==> src/rtl/run_length_monitor.sv <==
`default_nettype none
// +----------------------------------------------------------------------------+
// | Module      : run_length_monitor                                           |
// | Description : Measures runs of 1s on a qualified bit stream, pulses detect |
// |               at MIN_RUN and buffers qualifying run lengths for a consumer.|
// | Revision    : 1.0 - initial release                                        |
// +----------------------------------------------------------------------------+
module run_length_monitor #(
  parameter int CNT_W   = 8,
  parameter int MIN_RUN = 4
) (
  input  logic             clk,
  input  logic             reset,
  input  logic             din,
  input  logic             din_en,
  output logic [CNT_W-1:0] out_len,
  output logic             out_valid,
  input  logic             out_ready,
  output logic             detect,
  output logic             dropped
);

  localparam logic [CNT_W-1:0] c_CNT_MAX = {CNT_W{1'b1}};
  localparam logic [CNT_W-1:0] c_MIN_RUN = CNT_W'(MIN_RUN);

  typedef enum logic [0:0] {
    ST_IDLE = 1'b0,
    ST_RUN  = 1'b1
  } state_t;

  state_t           r_state;
  logic [CNT_W-1:0] r_run_cnt;

  logic [CNT_W-1:0] w_cnt_inc;
  logic             w_emit;
  logic             w_detect_next;
  logic             w_load;

  assign w_cnt_inc = (r_run_cnt == c_CNT_MAX) ? r_run_cnt : r_run_cnt + CNT_W'(1);

  // A run ends on an enabled 0; it only produces a result once it is long enough.
  assign w_emit = din_en && !din && (r_state == ST_RUN) && (r_run_cnt >= c_MIN_RUN);

  // Pulse only on the sample that moves the count onto MIN_RUN, never while parked there.
  assign w_detect_next = din_en && din &&
                         ((r_state == ST_IDLE) ? (MIN_RUN == 1)
                                               : ((r_run_cnt != c_MIN_RUN) && (w_cnt_inc == c_MIN_RUN)));

  assign w_load = w_emit && (!out_valid || out_ready);

  always_ff @(posedge clk or posedge reset) begin
    if (reset) begin
      r_state   <= ST_IDLE;
      r_run_cnt <= '0;
      out_len   <= '0;
      out_valid <= 1'b0;
      detect    <= 1'b0;
      dropped   <= 1'b0;
    end else begin
      detect <= w_detect_next;

      if (din_en) begin
        case (r_state)
          ST_IDLE: begin
            if (din) begin
              r_state   <= ST_RUN;
              r_run_cnt <= CNT_W'(1);
            end else begin
              r_run_cnt <= '0;
            end
          end
          ST_RUN: begin
            if (din) begin
              r_run_cnt <= w_cnt_inc;
            end else begin
              r_state   <= ST_IDLE;
              r_run_cnt <= '0;
            end
          end
          default: begin
            r_state   <= ST_IDLE;
            r_run_cnt <= '0;
          end
        endcase
      end

      if (w_load) begin
        out_len   <= r_run_cnt;
        out_valid <= 1'b1;
      end else if (out_valid && out_ready) begin
        out_valid <= 1'b0;
      end

      if (w_emit && out_valid && !out_ready) begin
        dropped <= 1'b1;
      end
    end
  end

endmodule
`default_nettype wire

==> config.mk <==
export PLATFORM = sky130hd
export DESIGN_NAME = run_length_monitor
export DESIGN_NICKNAME = d
export VERILOG_FILES = /design/src/rtl/run_length_monitor.sv
export SDC_FILE = /design/constraint.sdc
export NUM_CORES = 1
export LEC_CHECK = 0
export ABC_AREA = 1
export BUFFER_PORTS_ARGS = -buffer_cell sky130_fd_sc_hd__buf_2
export CAP_MARGIN = 25
export CORE_MARGIN = 2
export CORE_UTILIZATION = 56
export CTS_CLUSTER_SIZE = 20
export DETAILED_ROUTE_END_ITERATION = 12
export GPL_TIMING_DRIVEN = 0
export PLACE_DENSITY = 0.83
export SLEW_MARGIN = 20
export SYNTH_ARGS = -nofsm -noshare
export SYNTH_HDL_FRONTEND = slang
export SYNTH_SLANG_ARGS = --single-unit
export TNS_END_PERCENT = 5
==> constraint.sdc <==
create_clock -name clk -period 2.9 [get_ports clk]
set_input_delay 0.29 -clock clk [delete_from_list [all_inputs] [get_ports clk]]
set_output_delay 0.29 -clock clk [all_outputs]
set_load 0.01 [all_outputs]
# Word-level counts from Yosys, hierarchy flattened
# Cells that the tools add are included.
# word_totals
regBits	20
input_bits	5
wordCells	35
# op_classes
add_sub_neg	1
order_cmp	1
eq_ne	3
muxes	8
bitwise_logic	1
n_reduce_logical	15
# ops
cell	count
2-to-1 mux 8 bit	2
case mux 8 bit (2 select lines)	1
logical AND 1 bit	10
adder 8 x 1 -> 8 bit (second input constant)	1
== test 8 x 3 -> 1 bit (second input constant)	1
== test 8 bit (second input constant)	1
greater-or-equal comparator 8 x 3 -> 1 bit (second input constant)	1
!= test 8 x 3 -> 1 bit (second input constant)	1
2-to-1 mux 1 bit	5
zero test 1 bit	3
nonzero test 2 bit	1
logical OR 1 bit	1
NOT 1 bit	1

# Depth between registers and ports, before layout
# depth
ltp_word	6
mapped_depth	9
ltp_nobuf	9

# Worst setup path before layout
# No wires, ideal clock.
# synth_timing
path_kind	register to register
startpoint	register r_run_cnt[0]
endpoint	register detect
setup_time_ns	0.071
arrival_time_ns	1.189
required_ns	2.829
slack_ns	1.640
stages_incl_launch_ff	9
n_path_buf	0
path_cell_list	dfrtp_1 ha_1 nand2_2 nor2_4 nand2_4 nor2_1 a21oi_1 nand3_1 nor2_1
# synth_between
elab_chain_cells	6
word_cells_on_any_way	8
cone_classes	1 x add/sub; 3 x eq/ne; 2 x mux; 2 x reduce/logical
# synth_rtl
element	line	source
start, declared	32	logic [CNT_W-1:0] r_run_cnt;
start signal, assigned	74	r_run_cnt <= w_cnt_inc;
adder 8 x 1 -> 8 bit / == test 8 bit (equally long branches)	39	assign w_cnt_inc = (r_run_cnt == c_CNT_MAX) ? r_run_cnt : r_run_cnt + CNT_W'(1);
2-to-1 mux 8 bit	39	
== test 8 x 3 -> 1 bit	47	: ((r_run_cnt != c_MIN_RUN) && (w_cnt_inc == c_MIN_RUN)));
logical AND 1 bit *	47	
2-to-1 mux 1 bit *	46	((r_state == ST_IDLE) ? (MIN_RUN == 1)
logical AND 1 bit *	45	assign w_detect_next = din_en && din &&
named net w_detect_next	36	logic w_detect_next;
end signal, assigned	60	detect <= w_detect_next;
end, declared	19	output logic detect,
# Mark *: on every way through the listed nets, which the timed path passes. The rest lies on a longest branch.
# A chain may end at the register's enable or synchronous reset.

# Worst setup path in the final report
# Same ends and word-level chain as after synthesis.

==> metrics <==
TritonCTS clock tree=yes; I/O Buffers=15; Final Max Tran Viols=0; Fmax achieved=668 MHz; Die X=46.7 um; CTS Sinks=20; leading area contributor after synthesis=dfrtp_1; share of cells above drive strength 1=17.2%; CP required=3.14 ns; latest clock arrival within the worst-skew pair=0.31 ns; # DRC=0; #FFs+latches synth=20; Setup WS post-layout=1.40 ns; Post-synth EDFFs=0; cts hold-fix bufs=0; Place WS=1.46 ns; Final Hold Fails=0; share of the synthesized area in the top cell type=49.0%; Mapped Area=0.00102 mm^2; critical path, cell by cell=ha_1 -> nand2_2 -> inv_1 -> nor2_1 -> nand3_1 -> nand2_1 -> nand3_1 -> nor2_1; Layout Area Growth over Synthesis=14.0%; post-layout util=67.5%; Distinct cells, synth=19; vias in the first global route=856; Internal=0.391 mW; Detail Route Antenna Nets=0; share of power burned in registers=57.6%; Clk pwr share=31.5%; PwrDens=450 mW/mm^2; Setup Viol. Count Final=0; Placed Area=0.00113 mm^2; Startpoint Class=flop; Synth Flop Type=dfrtp_1; syn nets=133; drt pass-1 iters=6; largest net degree at the start of global routing=21; I/O pins=16; power share of the combinational group=10.9%; total congestion overflow=0; Num CTS Buffers=3; initial antenna violation count=0; skew final=0.00932 ns; Clock transition at path regs=0.12 ns; Tcrit/Tclk final=51.6%; final WL=2180 um; ys async rst share=100%; Net Sw Power=0.133 mW; WP data arrival=1.74 ns; H-tree level count=1; net count reported at finish=153; cell count after synthesis=126; crit path max fanout=4; synth top area cells=dfrtp_1 49%, nand2_1 9.9%, nand3_1 6.4%, nor2_1 5.9%, inv_1 5.5%; share of the yosys chip area belonging to registers=49.0%; critical path type=flop to flop; status=completed; via-per-instance ratio=5.42; fillers=154; FF/Latch Area=500 um^2; Inserted Diodes=0; Worst slew margin=48.7%; clk root buf=clkbuf_4; YS warnings=0; Worst Path Buf+Inv=1; Setup Buffers After CTS=0; Crit. End Element=flop; Hold Path Class=input port to asynchronous set/reset pin; first-pass GRT wire length=3440 um; Resized cells post-CTS=0; commonest cells in the netlist=27 x nand2_1, 20 x dfrtp_1, 16 x nor2_1, 15 x inv_1, 13 x nand3_1; Switching Fraction=25.3%; final RePlAce weighted congestion=0.878; most common cell in the netlist=nand2_1; post-DP HPWL=1590 um; Synth Area per Inst=8.11 um^2; vias=922; LEAKAGE=0.585 nW; Worst path max stage delay=0.43 ns; Multi-input gate area=450 um^2; clk buf depth=2; mean routed wirelength per cell=12.8 um; RSZ-0062 raised after global routing=no; Die Ht=46.7 um; Total GRT Usage=22.8%; setup tns final=0 ns; Initial Util=59.2%; Die ar.=0.00218 mm^2; post-layout instance area=0.00116 mm^2; std cell rows=15; worst vdd ir=0.000298 V; # Max-Cap Violations=0; Least-Margin Pin Slew=0.768 ns; CP max-delay cell=dfrtp_1; top cell family by delay on the critical path=simple AND/OR/NAND/NOR gates; First DRT Iteration DRCs=26; min Tclk post-route=1.50 ns; core box area=0.00173 mm^2
[sequential cells by signal, summed over array words and instances, names as in the netlist]
register and count:
dropped 1, out_valid 1, detect 1, r_run_cnt 8, r_state 1, out_len 8
[power by group through the flow]
stage | combinational, mW | clock [mW] | sequential, mW
floorplan | 0.0301 | 0 | 0.312
global placement | 0.0552 | 0 | 0.307
detailed placement | 0.0577 | 0 | 0.307
CTS | 0.0580 | 0.169 | 0.302
global route | 0.0665 | 0.182 | 0.304
finish | 0.0571 | 0.165 | 0.302
[logic make-up after synthesis]
group / count (synthesis) / synth area share (%)
xor+xnor: 1 / 0.857
fa+ha+maj: 2 / 2.45
compound gates: 24 / 13.1
flops: 20 / 49.0
simple gates: 62 / 27.7
buf+inv: 17 / 6.98
[path summary, 6_finish.rpt]
kind | from | to | slack [ns] | cells past startpoint
max | r_run_cnt[0] | detect | 1.40 | 8
min | reset | out_len[1] | 0.1 | 2
max reg2reg | r_run_cnt[0] | detect | 1.40 | 8
min reg2reg | dropped | dropped | 0.49 | 1
max in group asynchronous | reset | detect | 2.32 | 2
min in group clk | din | r_state | 0.25 | 3
[cell type report]
type | instances | area share [%]
clock buffers | 4 | 3.11
well taps | 25 | 2.69
flip-flops and latches | 20 | 43.0
plain buffers | 2 | 1.29
multi-input cells | 89 | 38.7
repair buffers | 15 | 6.44
inverters | 15 | 4.83
[routing by layer]
layer  track usage, %  share of wire (%)
met1             26.0                 44
met2             39.7                 49
met4             11.1                1.8
met5                0                  0
met3             5.49                5.3
[worst register-to-register path, cell delays in order (launching register included)]
cell and delay [ns]:
dfrtp_1 0.43, ha_1 0.24, nand2_2 0.13, inv_1 0.08, nor2_1 0.12, nand3_1 0.10, nand2_1 0.12, nand3_1 0.10
nor2_1 0.11
[placed cells by master, fill, tap and decap left out, types with 2 or more instances in the layout]
master	count
a21oi_1	2
buf_2	15
clkbuf_4	3
dfrtp_1	20
ha_1	2
inv_1	15
nand2_1	27
nand3_1	13
nor2_1	16
nor2_4	2
o21ai_0	7
o21ai_1	7
o21bai_1	3
o22ai_1	5
[stage by stage]
step	hold WS (ns)	total power, mW	instances
2_1_floorplan	0.254	0.342	126
3_3_place_gp	0.437	0.362	166
3_5_place_dp	0.458	0.365	166
4_1_cts	0.117	0.529	170
5_1_grt	0.162	0.553	170
6_report	0.0964	0.524	170
No activity file was read; power rests on OpenSTA's default activity.
